===== src/rtl/hazard_pkg.sv =====
// hazard_pkg: shared types for the pipeline hazard controller.
//   fwd_sel_t   - E-stage forwarding mux select (RF / W result / M ALU result)
//   mdu_state_t - MDU occupancy sequencer states
package hazard_pkg;

    typedef enum logic [1:0] {
        FWD_RF = 2'b00,
        FWD_W  = 2'b01,
        FWD_M  = 2'b10
    } fwd_sel_t;

    typedef enum logic [1:0] {
        IDLE = 2'b00,
        BUSY = 2'b01,
        DONE = 2'b10
    } mdu_state_t;

endpackage


===== src/rtl/mdu_seq.sv =====
// mdu_seq: MDU occupancy sequencer. Keeps a mul/div op in E for MDU_LAT
// cycles (MDU_LAT-1 stalled cycles plus one DONE cycle when memory is idle).
// Ports:
//   clk, reset      clock, synchronous active-high reset
//   mdu_start_i     E instruction is a mul/div op
//   stall_e_i       E register is frozen this cycle
//   mdu_busy_o      sequencer in BUSY
//   mdu_done_o      sequencer in DONE, result valid
//   mdustall_o      MDU requests a stall of F/D/E
module mdu_seq
    import hazard_pkg::*;
#(
    parameter int unsigned MDU_LAT = 4
) (
    input  logic clk,
    input  logic reset,
    input  logic mdu_start_i,
    input  logic stall_e_i,
    output logic mdu_busy_o,
    output logic mdu_done_o,
    output logic mdustall_o
);

    localparam int unsigned CNT_W = $clog2(MDU_LAT);

    mdu_state_t       state_q, state_d;
    logic [CNT_W-1:0] cnt_q, cnt_d;

    always_ff @(posedge clk) begin
        if (reset) begin
            state_q <= IDLE;
            cnt_q   <= '0;
        end else begin
            state_q <= state_d;
            cnt_q   <= cnt_d;
        end
    end

    always_comb begin
        state_d = state_q;
        cnt_d   = cnt_q;
        case (state_q)
            IDLE: begin
                if (mdu_start_i) begin
                    state_d = BUSY;
                    cnt_d   = CNT_W'(MDU_LAT - 3);
                end
            end
            BUSY: begin
                // Counting continues through memory stalls; DONE absorbs the wait.
                if (cnt_q == '0) state_d = DONE;
                else             cnt_d   = cnt_q - CNT_W'(1);
            end
            DONE: begin
                // Leave only when E advances, so a start held by a frozen E
                // cannot retrigger the op.
                if (!stall_e_i) state_d = IDLE;
            end
            default: state_d = IDLE;
        endcase
    end

    assign mdu_busy_o = (state_q == BUSY);
    assign mdu_done_o = (state_q == DONE);
    assign mdustall_o = ((state_q == IDLE) && mdu_start_i) || (state_q == BUSY);

endmodule


===== src/rtl/hazard_ctrl.sv =====
// hazard_ctrl: pipeline hazard unit. Drives stall (en = ~stall) and flush
// (clear) of the F/D/E/M/W registers and the E-stage forwarding muxes.
// Hazards by priority: memory wait, MDU occupancy, taken branch, load-use.
// Ports:
//   clk, reset                 clock, synchronous active-high reset
//   rs1D, rs2D / rs1E, rs2E    source registers in D / E
//   rdE, rdM, rdW              destination registers in E / M / W
//   loadE, regwriteM/W         load in E, register write in M / W
//   pcsrcE                     taken branch/jump resolved in E
//   mdu_startE                 mul/div op in E
//   dmem_reqM, dmem_readyM     data memory request / completion in M
//   forwardAE, forwardBE       forwarding selects for rs1E / rs2E
//   stallF..M, flushD..W       pipeline register freeze / bubble
//   mdu_busy, mdu_done         MDU sequencer status
module hazard_ctrl
    import hazard_pkg::*;
#(
    parameter int unsigned MDU_LAT = 4,
    parameter int unsigned REG_AW  = 5
) (
    input  logic              clk,
    input  logic              reset,
    input  logic [REG_AW-1:0] rs1D,
    input  logic [REG_AW-1:0] rs2D,
    input  logic [REG_AW-1:0] rs1E,
    input  logic [REG_AW-1:0] rs2E,
    input  logic [REG_AW-1:0] rdE,
    input  logic [REG_AW-1:0] rdM,
    input  logic [REG_AW-1:0] rdW,
    input  logic              loadE,
    input  logic              regwriteM,
    input  logic              regwriteW,
    input  logic              pcsrcE,
    input  logic              mdu_startE,
    input  logic              dmem_reqM,
    input  logic              dmem_readyM,
    output logic [1:0]        forwardAE,
    output logic [1:0]        forwardBE,
    output logic              stallF,
    output logic              stallD,
    output logic              stallE,
    output logic              stallM,
    output logic              flushD,
    output logic              flushE,
    output logic              flushM,
    output logic              flushW,
    output logic              mdu_busy,
    output logic              mdu_done
);

    logic memstall, lwstall, mdustall;

    function automatic fwd_sel_t fwd_pick(
        input logic [REG_AW-1:0] rs,
        input logic [REG_AW-1:0] rd_m,
        input logic              we_m,
        input logic [REG_AW-1:0] rd_w,
        input logic              we_w
    );
        if (we_m && (rd_m != '0) && (rd_m == rs))      return FWD_M;
        else if (we_w && (rd_w != '0) && (rd_w == rs)) return FWD_W;
        else                                           return FWD_RF;
    endfunction

    assign forwardAE = fwd_pick(rs1E, rdM, regwriteM, rdW, regwriteW);
    assign forwardBE = fwd_pick(rs2E, rdM, regwriteM, rdW, regwriteW);

    assign memstall = dmem_reqM && !dmem_readyM;
    assign lwstall  = loadE && (rdE != '0) && ((rdE == rs1D) || (rdE == rs2D));

    mdu_seq #(.MDU_LAT(MDU_LAT)) u_mdu_seq (
        .clk        (clk),
        .reset      (reset),
        .mdu_start_i(mdu_startE),
        .stall_e_i  (stallE),
        .mdu_busy_o (mdu_busy),
        .mdu_done_o (mdu_done),
        .mdustall_o (mdustall)
    );

    // Exactly one hazard row applies; a stalled register is never also cleared.
    always_comb begin
        stallF = 1'b0;
        stallD = 1'b0;
        stallE = 1'b0;
        stallM = 1'b0;
        flushD = 1'b0;
        flushE = 1'b0;
        flushM = 1'b0;
        flushW = 1'b0;
        if (memstall) begin
            stallF = 1'b1;
            stallD = 1'b1;
            stallE = 1'b1;
            stallM = 1'b1;
            flushW = 1'b1;
        end else if (mdustall) begin
            stallF = 1'b1;
            stallD = 1'b1;
            stallE = 1'b1;
            flushM = 1'b1;
        end else if (pcsrcE) begin
            // D holds a wrong-path instruction, so its load-use hazard is moot.
            flushD = 1'b1;
            flushE = 1'b1;
        end else if (lwstall) begin
            stallF = 1'b1;
            stallD = 1'b1;
            flushE = 1'b1;
        end
    end

endmodule

===== config.mk =====
export PLATFORM = sky130hd
export DESIGN_NAME = hazard_ctrl
export DESIGN_NICKNAME = d
export VERILOG_FILES = /design/src/rtl/hazard_pkg.sv /design/src/rtl/mdu_seq.sv /design/src/rtl/hazard_ctrl.sv
export SDC_FILE = /design/constraint.sdc
export NUM_CORES = 1
export LEC_CHECK = 0
export BUFFER_PORTS_ARGS = -buffer_cell sky130_fd_sc_hd__buf_2
export CORE_ASPECT_RATIO = 1.25
export CORE_MARGIN = 5
export CORE_UTILIZATION = 36
export DETAILED_ROUTE_END_ITERATION = 6
export MAX_ROUTING_LAYER = met4
export PLACE_DENSITY = 0.78
export SKIP_CTS_REPAIR_TIMING = 1
export SLEW_MARGIN = 30
export SYNTH_ARGS = -nofsm -noshare
export SYNTH_HDL_FRONTEND = slang
export SYNTH_SLANG_ARGS = --single-unit

===== constraint.sdc =====
create_clock -name clk -period 1.5 [get_ports clk]
set_input_delay 0.075 -clock clk [delete_from_list [all_inputs] [get_ports clk]]
set_output_delay 0.075 -clock clk [all_outputs]
set_load 0.05 [all_outputs]

After elaboration in Yosys (flattened, before gate mapping)

Cells that the tools add are included.

Output and inout bits: 14
Input bits: 44
Word-level logic and storage cells: 60
Register bits: 4

Add/sub/neg operators: 1
Eq/ne operators: 12
Multiplexer cells: 24
Reduce and logical (&&, ||, !) cells: 21

Operators by type and width:

| cell                                                                     | count |
|---|---|
| 5-bit == test                                                            | 6 |
| 1-bit 2-to-1 mux                                                         | 16 |
| 5-bit nonzero test                                                       | 3 |
| 2-bit 2-to-1 mux                                                         | 6 |
| 1-bit logical AND                                                        | 10 |
| 2-bit inequality test (second input constant)                            | 3 |
| 2-bit one-hot mux with 3 select lines                                    | 1 |
| 3-bit AND reduction                                                      | 2 |
| 2-bit logical NOT                                                        | 2 |
| 2-bit one-hot mux with 2 select lines                                    | 1 |
| 2-bit by 1-bit == test with 1-bit output (second input constant)         | 1 |
| 2-bit == test (second input constant)                                    | 1 |
| 1-bit logical OR                                                         | 2 |
| 2-bit by 1-bit inequality test with 1-bit output (second input constant) | 1 |
| 2-bit nonzero test                                                       | 1 |
| 2-bit by 1-bit subtractor with 2-bit output (second input constant)      | 1 |
| 1-bit logical NOT                                                        | 1 |

Depth between registers and ports, before layout

Depth in word-level cells: 7
Mapped depth: 6
Depth with buffers taken out: 6

Modules after synthesis

From an unflattened synthesis, not the netlist that was laid out.

Cells, all modules: 82
Area total of the unflattened synthesis: 660.6 um^2

Modules (own cells, without submodules):

| module      | instances | area an instance (um^2) | cells an instance |
|---|---|---|---|
| hazard_ctrl | 1         | 452.9                   | 60 |
| mdu_seq     | 1         | 207.7                   | 22 |

Worst setup path before layout

No wires, ideal clock.

Path type: in2out
From: in rdM[4]
To: out forwardAE[0]
Data arrival time: 2.440 ns
Path slack: -1.015 ns
Stages: 4
Path through: xnor2_1 > nand3_1 > nor4_1 > nor4_2

Longest elaborated chain between the ends: 4
Elaborated cells on any way between the ends: 5
Those cells by class: eq/ne: 1; mux: 1; reduce/logical: 3

Ends and longest elaborated chain:

| what                | RTL line          | text |
|---|---|---|
| from (decl)         | hazard_ctrl.sv:28 | `input logic [REG_AW-1:0] rdM,` |
| 5-bit nonzero test  | hazard_ctrl.sv:60 | `if (we_m && (rd_m != '0) && (rd_m == rs)) return FWD_M;` |
| 1-bit logical AND   | hazard_ctrl.sv:60 |  |
| 1-bit logical AND * | hazard_ctrl.sv:60 |  |
| 2-bit 2-to-1 mux *  | hazard_ctrl.sv:60 |  |
| to (decl)           | hazard_ctrl.sv:37 | `output logic [1:0] forwardAE,` |

Every way passes the cells marked *; elsewhere a longest branch is shown, timed or not.

Worst setup path after layout

From: in rdM[2]
To: out forwardAE[0]

The elaborated chain is that of the path after synthesis.

==> impl_metrics.prom <==
# TYPE chip_impl_metric gauge
chip_impl_metric{name="power_frac_comb",unit="%"} 63.6
chip_impl_metric{name="syn_inst",unit=""} 81
chip_impl_metric{name="overflow",unit=""} 0
chip_impl_info{name="hold_path_class",value="input port to register"} 1
chip_impl_metric{name="route.detailed.drc",unit=""} 0
chip_impl_info{name="path_class",value="input port to output pin"} 1
chip_impl_metric{name="avgSynthCellArea",unit="um2"} 7.89
chip_impl_metric{name="die_area",unit="mm2"} 0.00272
chip_impl_metric{name="h-tree-depth",unit=""} 1
chip_impl_metric{name="drive_above_1_share",unit="%"} 59.5
chip_impl_metric{name="first_global_vias",unit=""} 845
chip_impl_metric{name="max_freq",unit="MHz"} 672
chip_impl_metric{name="later_pin_clock_latency_in_the_skew_report",unit="ps"} 230
chip_impl_metric{name="synthToLayoutAreaGrowth",unit="%"} 91.0
chip_impl_info{name="run_status",value="completed"} 1
chip_impl_metric{name="dp.final_hpwl",unit="mm"} 1.93
chip_impl_metric{name="number_of_antenna_violations_at_the_first_check_in_global_routing",unit=""} 0
chip_impl_metric{name="detailedRoute.firstIterationViolations",unit=""} 9
chip_impl_metric{name="vias_per_cell",unit=""} 4.97
chip_impl_metric{name="gpl.final_weighted_congestion",unit=""} 0.844
chip_impl_metric{name="total_switching_power",unit="uW"} 315
chip_impl_metric{name="hold_viol_final",unit=""} 0
chip_impl_metric{name="internal_power",unit="uW"} 400
chip_impl_metric{name="final_max_slew_viol_count",unit=""} 0
chip_impl_metric{name="timing.slew.headroom",unit="%"} 67.5
chip_impl_metric{name="starting_density",unit="%"} 37.1
chip_impl_metric{name="antenna_left",unit=""} 0
chip_impl_metric{name="die-width",unit="um"} 47.7
chip_impl_info{name="cts_tree",value="built"} 1
chip_impl_info{name="synth.top_cells.by_area",value="sky130_fd_sc_hd__xor2_1 33%, sky130_fd_sc_hd__dfxtp_1 13%, sky130_fd_sc_hd__xnor2_1 8.2%"} 1
chip_impl_metric{name="timing.hold.ws",unit="ps"} 46.0
chip_impl_metric{name="antennaDiodeCount",unit=""} 0
chip_impl_metric{name="fin_nets",unit=""} 200
chip_impl_metric{name="max_cap_violations",unit=""} 0
chip_impl_info{name="synthDominantAreaCellType",value="sky130_fd_sc_hd__xor2_1"} 1
chip_impl_info{name="grt_setup_unrepaired",value="true"} 1
chip_impl_metric{name="finalCriticalPeriod",unit="ps"} 1490
chip_impl_metric{name="area.sequential",unit="um2"} 85.1
chip_impl_metric{name="floorplan.io_pins",unit=""} 58
chip_impl_metric{name="drt-wirelength-per-cell",unit="um"} 12.3
chip_impl_metric{name="yosys_warnings",unit=""} 0
chip_impl_metric{name="static-leakage-power",unit="nW"} 0.584
chip_impl_metric{name="multi_input_comb_area",unit="um2"} 644
chip_impl_metric{name="grtUsageTotal",unit="%"} 16.1
chip_impl_metric{name="switching_share",unit="%"} 44.0
chip_impl_metric{name="wl",unit="mm"} 2.12
chip_impl_metric{name="dr.pass1.iters",unit=""} 2
chip_impl_metric{name="cts_max_path_buffers",unit=""} 2
chip_impl_metric{name="yosys.area.top_type_share",unit="%"} 32.9
chip_impl_metric{name="worst_ir_drop_vdd",unit="V"} 0.000381
chip_impl_metric{name="nFillCells",unit=""} 129
chip_impl_metric{name="power.clock.fraction",unit="%"} 18.1
chip_impl_info{name="element_type_at_the_critical_path_start",value="input port"} 1
chip_impl_metric{name="syn-num-nets",unit=""} 126
chip_impl_metric{name="dr_total_vias",unit=""} 854
chip_impl_metric{name="timing.final.crit_share",unit="%"} 99.3
chip_impl_metric{name="dpl_worst_slack",unit="ps"} -107
chip_impl_metric{name="clock_sink_count",unit=""} 4
chip_impl_metric{name="tightestPinTransition",unit="ps"} 487
chip_impl_metric{name="grt_start_max_net_pins",unit=""} 7
chip_impl_metric{name="setup_viol",unit=""} 0
chip_impl_metric{name="peak_fanout_along_the_critical_path",unit=""} 2
chip_impl_metric{name="power.total",unit="uW"} 715
chip_impl_metric{name="synth_cell_types",unit=""} 24
chip_impl_metric{name="core.rowCount",unit=""} 17
chip_impl_metric{name="power-per-cell-area",unit="mW/mm2"} 585
chip_impl_metric{name="core_area",unit="mm2"} 0.00172
chip_impl_metric{name="global_route_wire_length_before_repair",unit="mm"} 3.19
chip_impl_metric{name="numCtsBuffers",unit=""} 3
chip_impl_metric{name="worst_ep_required_time",unit="ps"} 1420
chip_impl_metric{name="post-route-worst-setup-slack",unit="ps"} 11.2
chip_impl_metric{name="worstPathArrival",unit="ps"} 1410
chip_impl_metric{name="port_buffers",unit=""} 57
chip_impl_info{name="worstSetupEndpointType",value="output pin"} 1
chip_impl_metric{name="height_of_the_die",unit="um"} 57.1
chip_impl_metric{name="synth_area",unit="um2"} 639
chip_impl_metric{name="synth_seq_area_share",unit="%"} 12.5
chip_impl_metric{name="cts.reportedPaths.clkPinSlew",unit="ps"} 40
chip_impl_info{name="cts_root_buffer",value="sky130_fd_sc_hd__clkbuf_4"} 1
chip_impl_metric{name="power.sequential.fraction",unit="%"} 18.2
chip_impl_metric{name="finalClockSkew",unit="ps"} 1.38
chip_impl_metric{name="postSynthRegisterBits",unit=""} 4
## cells by family (layout without fill, tap and decap cells)
family          after synthesis  after routing  share of synthesized area, %
compound gates               11             11                          12.1
simple gates                 28             28                          25.8
buf+inv                       6             78                          4.70
fa+ha+maj                     1              1                          1.96
mux                           1              1                          1.76
flops                         4              4                          12.5
xor+xnor                     30             30                          41.1
## critical path, stage by stage
cell                      delay [ps]
sky130_fd_sc_hd__buf_6            90
sky130_fd_sc_hd__or4_4           530
sky130_fd_sc_hd__o21ai_4         170
sky130_fd_sc_hd__nor4_4           70
sky130_fd_sc_hd__nor4_4          280
sky130_fd_sc_hd__buf_6           190
## layout make-up
| cell class | count | area share, % |
|---|---|---|
| Timing Repair Buffer | 71 | 35.2 |
| Inverter | 4 | 1.23 |
| Sequential cell | 4 | 6.97 |
| Tap cell | 19 | 1.95 |
| Clock buffer | 3 | 1.84 |
| Multi-Input combinational cell | 71 | 52.8 |
## routing by layer
metal	track usage, %	vias to the layer above	part of all wire, %
li1	-	427	-
met1	16.2	387	31
met4	5.77	0	0
met2	29.5	40	59
met5	-	-	0
met3	2.21	0	10
## state kept, by name, summed over array words and instances, names as in the netlist
name,count
u_mdu_seq.cnt_q,2
u_mdu_seq.state_q,2
## cell usage after synthesis, drive strengths merged
master and count:
buf 2, dfxtp 4, nor2 7, or4 5, mux2 1, nand3 2, a22oi 2, o21ai 3
nor3 2, xor2 24, o31ai 3, nor3b 1, a21oi 1, nor2b 4, nand2 3, o21bai 1
nor4 4, inv 4, a221oi 1, xnor2 6, ha 1
## through the flow
stage | util, % | setup TNS (ps) | cells | cell area [um2]
2_1_floorplan | - | -185 | 81 | 743
3_3_place_gp | 65.6 | -128 | 168 | 1130
3_5_place_dp | 65.6 | -209 | 168 | 1130
4_1_cts | 67.0 | -335 | 171 | 1150
5_1_grt | 70.9 | -71.6 | 172 | 1220
6_report | 70.9 | 0 | 172 | 1220
## power by group through the flow
stage	clock [mW]	sequential, mW	combinational [mW]
floorplan	0	0.128	0.284
global placement	0	0.129	0.427
detailed placement	0	0.130	0.437
CTS	0.138	0.128	0.438
global route	0.154	0.132	0.489
finish	0.129	0.130	0.455
## cells in the final DEF (no fill, tap or decap), types with 3 or more instances in the layout
cell	instances
sky130_fd_sc_hd__or4_4	3
sky130_fd_sc_hd__nor4_4	4
sky130_fd_sc_hd__xnor2_1	6
sky130_fd_sc_hd__inv_1	3
sky130_fd_sc_hd__buf_4	15
sky130_fd_sc_hd__buf_2	50
sky130_fd_sc_hd__clkbuf_4	3
sky130_fd_sc_hd__buf_6	6
sky130_fd_sc_hd__nor2_1	7
sky130_fd_sc_hd__xor2_1	24
sky130_fd_sc_hd__nand2_1	3
## path summary, 6_finish.rpt
path,startpoint,endpoint,slack (ps),cells after the start
setup / recovery,rdM[2],forwardAE[0],10,6
hold / removal,reset,u_mdu_seq.state_q[0]$_SDFFE_PP0P_,50,2
setup reg to reg,u_mdu_seq.cnt_q[0]$_SDFFE_PP0P_,u_mdu_seq.cnt_q[0]$_SDFFE_PP0P_,240,5
hold reg to reg,u_mdu_seq.cnt_q[0]$_SDFFE_PP0P_,u_mdu_seq.cnt_q[0]$_SDFFE_PP0P_,510,2
Note: power is estimated with default switching activity, not from simulation.
